## config.mk

```make
export PLATFORM = sky130hd
export DESIGN_NAME = uart_rx
export DESIGN_NICKNAME = d
export VERILOG_FILES = /design/src/rtl/uart_rx.sv
export SDC_FILE = /design/constraint.sdc
export NUM_CORES = 1
export LEC_CHECK = 0
export CORE_MARGIN = 2
export CORE_UTILIZATION = 49
export DETAILED_ROUTE_END_ITERATION = 12
export PLACE_DENSITY = 0.83
export SKIP_LAST_GASP = 1
export SLEW_MARGIN = 15
export SYNTH_ARGS = -nofsm -noshare
export SYNTH_HDL_FRONTEND = slang
export SYNTH_SLANG_ARGS = --single-unit
```

## constraint.sdc

```tcl
create_clock -name clk -period 1.75 [get_ports clk]
set_clock_uncertainty 0.1 [all_clocks]
set_input_delay 0.4375 -clock clk [delete_from_list [all_inputs] [get_ports clk]]
set_output_delay 0.4375 -clock clk [all_outputs]
set_load 0.02 [all_outputs]
```

## src/rtl/uart_rx.sv

```systemverilog
// uart_rx: 8N1 serial receiver.
// Double-flop synchronises rx, qualifies the start bit at mid-bit, samples
// each data bit at its centre and checks the stop bit. A good frame updates
// dout with a one-cycle valid; a bad stop bit gives a one-cycle frame_err and
// parks in BREAK until the line returns high.
module uart_rx #(
  parameter int CLKS_PER_BIT = 16,
  parameter int DATA_BITS    = 8
) (
  input  logic                 clk,
  input  logic                 rst,
  input  logic                 rx,
  output logic [DATA_BITS-1:0] dout,
  output logic                 valid,
  output logic                 frame_err,
  output logic                 busy
);

  localparam int CNT_W = (CLKS_PER_BIT > 1) ? $clog2(CLKS_PER_BIT) : 1;
  localparam int BIT_W = (DATA_BITS > 1) ? $clog2(DATA_BITS) : 1;
  localparam int H     = CLKS_PER_BIT / 2;

  localparam logic [CNT_W-1:0] CNT_HALF = CNT_W'(H - 1);
  localparam logic [CNT_W-1:0] CNT_LAST = CNT_W'(CLKS_PER_BIT - 1);
  localparam logic [CNT_W-1:0] CNT_ONE  = CNT_W'(1);
  localparam logic [BIT_W-1:0] BIT_LAST = BIT_W'(DATA_BITS - 1);
  localparam logic [BIT_W-1:0] BIT_ONE  = BIT_W'(1);

  localparam logic [2:0] S_IDLE  = 3'd0;
  localparam logic [2:0] S_START = 3'd1;
  localparam logic [2:0] S_DATA  = 3'd2;
  localparam logic [2:0] S_STOP  = 3'd3;
  localparam logic [2:0] S_BREAK = 3'd4;

  logic                 r_sync1;
  logic                 r_sync2;
  logic                 w_rx_s;
  logic [2:0]           r_state;
  logic [CNT_W-1:0]     r_cnt;
  logic [BIT_W-1:0]     r_bit;
  logic [DATA_BITS-1:0] r_shift;
  logic [DATA_BITS-1:0] r_dout;
  logic                 r_valid;
  logic                 r_ferr;

  assign w_rx_s    = r_sync2;
  assign dout      = r_dout;
  assign valid     = r_valid;
  assign frame_err = r_ferr;
  assign busy      = (r_state != S_IDLE);

  // Two-flop synchroniser; resets to the idle (high) line level.
  always_ff @(posedge clk or posedge rst) begin
    if (rst) begin
      r_sync1 <= 1'b1;
      r_sync2 <= 1'b1;
    end else begin
      r_sync1 <= rx;
      r_sync2 <= r_sync1;
    end
  end

  // Frame FSM: timing is anchored at start-bit detection only; strobes are
  // single-cycle because they default low every cycle.
  always_ff @(posedge clk or posedge rst) begin
    if (rst) begin
      r_state <= S_IDLE;
      r_cnt   <= '0;
      r_bit   <= '0;
      r_shift <= '0;
      r_dout  <= '0;
      r_valid <= 1'b0;
      r_ferr  <= 1'b0;
    end else begin
      r_valid <= 1'b0;
      r_ferr  <= 1'b0;
      case (r_state)
        S_IDLE: begin
          if (!w_rx_s) begin
            r_state <= S_START;
            r_cnt   <= '0;
          end
        end
        S_START: begin
          if (r_cnt == CNT_HALF) begin
            r_cnt <= '0;
            if (w_rx_s) begin
              r_state <= S_IDLE;
            end else begin
              r_state <= S_DATA;
              r_bit   <= '0;
            end
          end else begin
            r_cnt <= r_cnt + CNT_ONE;
          end
        end
        S_DATA: begin
          if (r_cnt == CNT_LAST) begin
            r_cnt   <= '0;
            r_shift <= {w_rx_s, r_shift[DATA_BITS-1:1]};
            r_bit   <= r_bit + BIT_ONE;
            if (r_bit == BIT_LAST) r_state <= S_STOP;
          end else begin
            r_cnt <= r_cnt + CNT_ONE;
          end
        end
        S_STOP: begin
          if (r_cnt == CNT_LAST) begin
            r_cnt <= '0;
            if (w_rx_s) begin
              r_dout  <= r_shift;
              r_valid <= 1'b1;
              r_state <= S_IDLE;
            end else begin
              r_ferr  <= 1'b1;
              r_state <= S_BREAK;
            end
          end else begin
            r_cnt <= r_cnt + CNT_ONE;
          end
        end
        S_BREAK: begin
          if (w_rx_s) r_state <= S_IDLE;
        end
        default: r_state <= S_IDLE;
      endcase
    end
  end

endmodule
```

==> reports/metrics.cfg, run 1 <==
[setup_path]
required_ps=1210
cp_cell_sequence=or3_1, buf_2
critPathMaxFanout=2
crit_path_start_kind=flop
crit_type=reg2out
crit_buf_inv=1
path_delay_family=flip-flops
crit_path_end_kind=output port
slowest_stage=dfrtp_1
worst_path_largest_cell_delay_ps=380
worstPathArrival_ps=1210

[logic_synthesis]
ys_ff_latch=30
synth_area_um2=1270
synth_top_cell_by_area=dfrtp_1
syn_nets=101
synthTopCellsByArea=dfrtp_1 55%, mux2_2 15%, dfstp_2 4.1%
synth_edf_count=0
synth_cell_types=31
synth_top_cell_area_share_pct=55.0
synth_top_flop_cell=dfrtp_1
async_reset_ff_share_pct=100
seq_area_frac_synth_pct=59.1
syn_avg_cell_area_um2=13.4
ys.warnings.count=0
synth_cells=95

[route]
wire_per_inst_um=14.8
wl_met1_um=934
ant_nets=0
met3_length_um=133
drt_iter0_drc=14
dr.pass1.iters=4
wl_um=2270
vias=839
topRoutingLayerUsed=met4
met2RoutedLength_um=1140
drc_errors=0
via_per_inst=5.48

[floorplan]
start_util_pct=51.5
fp.dieH_um=55.0
die_w_um=55.0
die_area_um2=3030
core_area_um2=2480
rows=18
ios=14

[layout]
drive_gt1_share_pct=34.1
syn2layout_area_growth_pct=23.6
final_common_cell=dfrtp_1
final_cell_mix=28 x dfrtp_1, 17 x mux2_2, 11 x buf_4
diodes=0
nets=129
final-instance-count-excl-fill=153

[power_and_ir_drop]
power_density_nw_per_um2=1130
power.ir.vdd_worst_mv=0.749
leakagePower_uw=0.000821

[clocking]
clk_latency_ps=320
clkTransAtPathRegs_ps=90
cts_max_level=2
hold_buffers=0
cts.path.max_buffers=2
clock-sinks=30
cts-root-buf=clkbuf_4
numCtsBuffers=5
tritoncts=built

[job]
maxCapViolCount=0

[timing]
slew_headroom_pct=74.4
finalSetupViolations=0
timing.hold.ws_ps=260
slew_violations=0
tightest_slew_ps=382
finalHoldViolCount=0
max_freq_mhz=572
period_share_pct=99.8
fin_crit_ps=1750
rsz0062_at_grt=yes

[global_routing]
grtUsageTotal_pct=18.0
antenna_found_initial=0
gr-total-overflow=0
grt_pass1_vias=822
grt_max_degree=31
grt_pass1_wl_um=3580

[place]
dp_cells=145
portBuffers=13
post-dp-hpwl_um=1560
gp_congestion=0.900

[hold_path]
hp-class=reg2reg

[outcome]
status=finished clean

timing repair:
action / CTS / global route
setup buffers: 0 / 1
pin swaps: 0 / 1
gates resized for setup: 13 / 4
setup endpoints to repair: 11 / 17
Yosys cell counts (2+ instances only):
master,number
and2_1,2
nor2_1,6
dfrtp_1,28
mux2_2,17
clkbuf_1,2
dfstp_2,2
a22o_1,3
or3_1,2
o2bb2ai_1,2
buf_6,2
ha_1,3
inv_1,4
nor3b_1,2
a21oi_1,3
worst register-to-register path, delay by kind of cell (launching register included):
| family | cells | cell delay, ps |
|---|---|---|
| DFF | 1 | 420 |
| and+or+nand+nor | 2 | 420 |
| muxes | 1 | 330 |
| adders and majority gates | 1 | 160 |
| buffers and inverters | 1 | 150 |
registers in the layout, indices dropped and copies added, names as in the netlist:
name,cells
r_shift,8
r_state,3
r_bit,3
valid,1
dout,8
r_sync2,1
frame_err,1
r_cnt,4
r_sync1,1
metal layers:
metal	vias up	global-route usage [%]
li1	395	-
met4	0	8.54
met5	-	0
met3	7	8.33
met2	29	29.2
met1	408	19.9
layout make-up:
class	count	area [µm²]
Clock inverter	2	10.0
Sequential cell	30	753
Timing Repair Buffer	26	235
Inverter	4	15.0
Clock buffer	5	37.5
Tap cell	30	37.5
Fill cell	200	902
Multi-Input combinational cell	56	487
path summary, 6_finish.rpt:
path / cells past startpoint / slack, ps / startpoint / end
min in group asynchronous: 3 / 350 / rst / r_shift[3]
setup / recovery: 2 / 3 / r_state[0] / busy
hold / removal: 0 / 260 / r_sync1 / r_sync2
max in group asynchronous: 3 / 950 / rst / r_sync2
hold reg to reg: 0 / 260 / r_sync1 / r_sync2
setup reg to reg: 5 / 60 / r_cnt[1] / dout[6]
cells by family (layout without fill, tap and decap cells):
logic type	after synthesis	after routing	synth area share (%)
buf+inv	9	37	4.12
flops	30	30	59.1
mux	18	18	15.8
xor+xnor	1	1	0.687
compound gates	13	13	7.66
fa+ha+maj	3	3	2.94
simple gates	21	21	9.71
through the flow:
step | total power [µW] | worst slack (ps) | util, % | instance area (µm²) | TNS, ps
detailed placement | 1390 | -42.4 | 61.4 | 1520 | -42.4
global route | 1900 | -54.6 | 63.6 | 1580 | -128
global placement | 1340 | -32.3 | 61.4 | 1520 | -32.3
floorplan | 1200 | 130 | - | 1270 | 0
finish | 1780 | 2.63 | 63.6 | 1580 | 0
CTS | 1750 | -113 | 62.8 | 1560 | -113
power by group:
group	switching, µW	total, µW	internal (µW)	leakage, µW
clock	223	367	144	0.0000308
sequential	74.4	864	790	0.000398
combinational	263	552	290	0.000392
Power figures use the tool's default switching activity.
==> run 2: changes to the inputs <==
- CORE_UTILIZATION: 49 -> 35
- PLACE_DENSITY: 0.83 -> 0.65
==> run 2 against run 1 <==
The run now ends with negative setup slack left; sequential share of layout area decreased by 1.9 points; global-route usage decreased by 5.0 points; first-iteration DRC count increased by 14%; fmax decreased by 0.76%; worst setup slack got worse by 13 ps; wire length increased by 4.6%; hold slack improved by 6.6 ps; sequential cell count unchanged; largest power group unchanged.
==> reports/metrics.cfg, run 2 (same netlist as run 1, synthesis figures left out) <==
[outcome]
status=finished with violations
violations=negative setup slack

[timing]
rsz0062_at_grt=yes
finalSetupViolations=1
max_freq_mhz=568
finalWorstSetupSlack_ps=-10.8
period_share_pct=101
finalHoldViolCount=0
tightest_slew_ps=401
fin_crit_ps=1760
slew_violations=0
slew_headroom_pct=73.2
timing.hold.ws_ps=267

[power_and_ir_drop]
leakagePower_uw=0.000838
power_frac_seq_pct=46.1
power_density_nw_per_um2=1170
switching_share_pct=30.9
power_frac_comb_pct=31.5
p_int_uw=1320
p_sw_uw=591
finalPower_uw=1910
power_frac_clock_pct=22.5
power.ir.vdd_worst_mv=0.540

[global_routing]
grt_pass1_wl_um=4050
top_usage_layer=met2
grtUsageTotal_pct=13.0
grt_pass1_vias=903
gr-total-overflow=0
antenna_found_initial=0
grt_max_degree=14
grtUsageMet3_pct=4.40
met1_usage_pct=13.7
grtUsageMet2_pct=22.7

[clocking]
cts_max_level=2
cts-root-buf=clkbuf_4
clk_latency_ps=330
clock-sinks=30
cts.path.max_buffers=2
clkTransAtPathRegs_ps=100
numCtsBuffers=5
tritoncts=built
hold_buffers=0

[place]
portBuffers=13
post-dp-hpwl_um=1670
gp_congestion=0.785

[layout]
final_cell_mix=28 x dfrtp_1, 17 x mux2_2, 12 x buf_4
fillers=320
final_common_cell=dfrtp_1
nets=132
syn2layout_area_growth_pct=28.6
diodes=0
multiInputGateArea_um2=487
final-seq-area_um2=753
drive_gt1_share_pct=36.2

[route]
vias=879
dr.pass1.iters=5
drc_errors=0
via_per_inst=5.08
ant_nets=0
wl_um=2370
drt_iter0_drc=16
wire_per_inst_um=13.7

[floorplan]
die_area_um2=4140
ios=14
start_util_pct=37.3
die_w_um=64.4
rows=21
core_area_um2=3420
fp.dieH_um=64.4

[setup_path]
regToRegEndpoint=dout[7]
path_delay_family=flip-flops
crit_buf_inv=1
worst_path_largest_cell_delay_ps=380
crit_path_end_kind=output port
crit_path_start_kind=flop
ff2ff_path_depth=5
endpoint=busy
cp_cell_sequence=or3_1, buf_6
crit_type=reg2out
worstPathArrival_ps=1220
cp.depth=2
rrSetupSlack_ps=10
required_ps=1210
r2r_start=r_cnt[0]
critPathMaxFanout=2
slowest_stage=dfrtp_1
cp-startpoint=r_state[1]

[hold_path]
hp-class=in2async

[job]
maxCapViolCount=0

## run 2: power groups by stage
stage               combinational, µW  clock [µW]  sequential [µW]
floorplan                         329           0              874
global placement                  510           0              870
detailed placement                547           0              878
CTS                               538         443              866
global route                      660         497              896
finish                            601         429              880
## run 2: area by class of cell
cell class	instances	area share [%]
Multi-Input combinational cell	56	29.7
Sequential cell	30	46.0
Clock inverter	2	0.763
Timing Repair Buffer	29	16.0
Clock buffer	6	3.13
Inverter	4	0.916
Tap cell	46	3.51
## run 2: worst min path at each step
stage	cells past startpoint	start	slack, ps	end
detailed placement	0	r_sync1	250	r_sync2
floorplan	0	r_sync1	250	r_sync2
global route	0	r_sync1	270	r_sync2
CTS	2	rst	270	dout[1]
global placement	0	r_sync1	250	r_sync2
finish	2	rst	270	dout[1]
## run 2: repair_timing
item,4_1_cts,5_1_grt
pin swaps,0,2
setup buffers,0,2
cloned,0,1
hold endpoints to repair,0,0
setup endpoints to repair,20,19
gates resized for setup,15,9
## run 2: per-layer routing
layer | vias to the layer above | part of all wire (%)
li1 | 407 | -
met5 | - | 0
met4 | 0 | 2.6
met2 | 30 | 54
met3 | 6 | 4.3
met1 | 436 | 39
## run 2: stage by stage
stage	std cells	setup WS (ps)	TNS (ps)	utilization (%)	cell area, µm²
floorplan	95	130	0	-	1270
global placement	162	-68.8	-566	44.9	1540
detailed placement	162	-78.6	-606	44.9	1540
CTS	170	-22.6	-22.6	46.3	1580
global route	173	-96.6	-1070	48.0	1640
finish	173	-10.8	-10.8	48.0	1640
==> run 3: changes to the inputs <==
- CORE_MARGIN: 2 -> 3
==> run 3 against run 2 <==
The run still ends with negative setup slack left; utilization rose by 2.4 points; hold slack got worse by 0.97 ps; critical path depth did not move; sequential power fell by 0.5%; global-route usage fell by 1.1 points; wire length rose by 1.8%; final cell count fell by 0.58%; total power rose by 16%; critical path type unchanged; largest cell class unchanged; highest routed layer unchanged.
==> reports/metrics.cfg, run 3 (same netlist as run 1, synthesis figures left out) <==
[floorplan]
die_w_um=66.4
fp.dieH_um=66.4
ios=14
rows=21
start_util_pct=37.3
core_area_um2=3420
die_area_um2=4400

[global_routing]
top_usage_layer=met2
grt_max_degree=31
met1_usage_pct=13.2
grt_pass1_wl_um=3750
grtUsageMet2_pct=18.5
grtUsageTotal_pct=11.9
grtUsageMet3_pct=5.78
antenna_found_initial=0
gr-total-overflow=0
grt_pass1_vias=806

[layout]
syn2layout_area_growth_pct=34.9
design_area_um2=1720
utilization_pct=50.4
diodes=0
drive_gt1_share_pct=38.9
final_cell_mix=28 x dfrtp_1, 10 x dlygate4sd2_1, 10 x buf_4
final_common_cell=dfrtp_1
nets=131

[timing]
finalSetupViolations=1
slew_headroom_pct=73.1
slew_violations=0
fin_crit_ps=1810
finalHoldViolCount=0
rsz0062_at_grt=yes
tns_ps=-57.5
max_freq_mhz=553
tightest_slew_ps=402
period_share_pct=103
finalWorstSetupSlack_ps=-57.5

[setup_path]
cp_cell_sequence=or3_4, buf_6
ff2ff_path_depth=5
cp.depth=2
worst_path_largest_cell_delay_ps=420
critPathMaxFanout=2
path_delay_family=flip-flops
crit_type=reg2out
crit_buf_inv=1
slowest_stage=dfrtp_1
required_ps=1210
worstPathArrival_ps=1270
crit_path_start_kind=flop
crit_path_end_kind=output port

[clocking]
cts-root-buf=clkbuf_4
clkTransAtPathRegs_ps=100
clk_latency_ps=330
clock-sinks=30
cts_max_level=2
cts.path.max_buffers=2
numCtsBuffers=5
tritoncts=built

[route]
ant_nets=0
wire_per_inst_um=14.0
via_per_inst=4.98
dr.pass1.iters=3
vias=856
wl_um=2420
drc_errors=0
drt_iter0_drc=16

[place]
portBuffers=13
gp_congestion=0.746
place_ws_ps=-96.1
post-dp-hpwl_um=1540
postPlaceCellArea_um2=1520

[power_and_ir_drop]
finalPower_uw=2210
p_sw_uw=590
p_int_uw=1620
power_frac_seq_pct=39.6
power.ir.vdd_worst_mv=0.943
power_frac_clock_pct=33.2
switching_share_pct=26.7
power_density_nw_per_um2=1290
power_frac_comb_pct=27.2
leakagePower_uw=0.000868

[outcome]
violations=negative setup slack
status=finished with violations

[job]
maxCapViolCount=0

[hold_path]
hp-class=reg2reg
hold_path_depth=0

==> run 3: repair_timing <==
action | in CTS | in global routing
cloned | 0 | 1
pin swaps | 0 | 1
endpoints found under the setup margin | 19 | 18
buffers inserted | 0 | 3
hold buffers | 0 | 0
gates resized for setup | 15 | 21
==> run 3: final cells by class <==
class / instances / area (µm²)
Inverter: 4 / 15.0
Timing Repair Buffer: 28 / 259
Clock inverter: 2 / 60.1
Fill cell: 309 / 1700
Multi-Input combinational cell: 56 / 524
Sequential cell: 30 / 753
Clock buffer: 6 / 51.3
Tap cell: 46 / 57.6
==> run 3: metal layers <==
metal / routed length (µm) / up-vias
li1: - / 407
met1: 1030 / 434
met2: 1240 / 11
met3: 96 / 4
met4: 51 / 0
met5: 0 / -
==> run 3: worst paths after layout <==
path	slack, ps	start	end
worst min register to register	270	r_sync1	r_sync2
max in group asynchronous	990	rst	r_sync2
worst min-delay path	270	r_sync1	r_sync2
min in group asynchronous	320	rst	dout[2]
worst max-delay path	-60	r_state[0]	busy
worst max register to register	10	r_state[0]	r_shift[0]
==> run 3: worst register-to-register path: cells and delay by family, from the launching register on <==
kind	cells	cell delay (ps)
flip-flops	1	420
AND/OR/NAND/NOR	2	510
multiplexers	1	360
buffers and inverters	2	250
==> run 3: power groups by stage <==
stage | Combinational [µW] | Sequential [µW] | Clock [µW]
finish | 602 | 876 | 734
global placement | 507 | 871 | 0
floorplan | 329 | 874 | 0
CTS | 523 | 869 | 745
global route | 666 | 893 | 785
detailed placement | 530 | 882 | 0
==> run 3: through the flow <==
step | std cells | hold slack [ps]
after floorplan | 95 | 245
after global placement | 160 | 246
after detailed placement | 160 | 253
after CTS | 168 | 263
after global routing | 172 | 268
final | 172 | 266
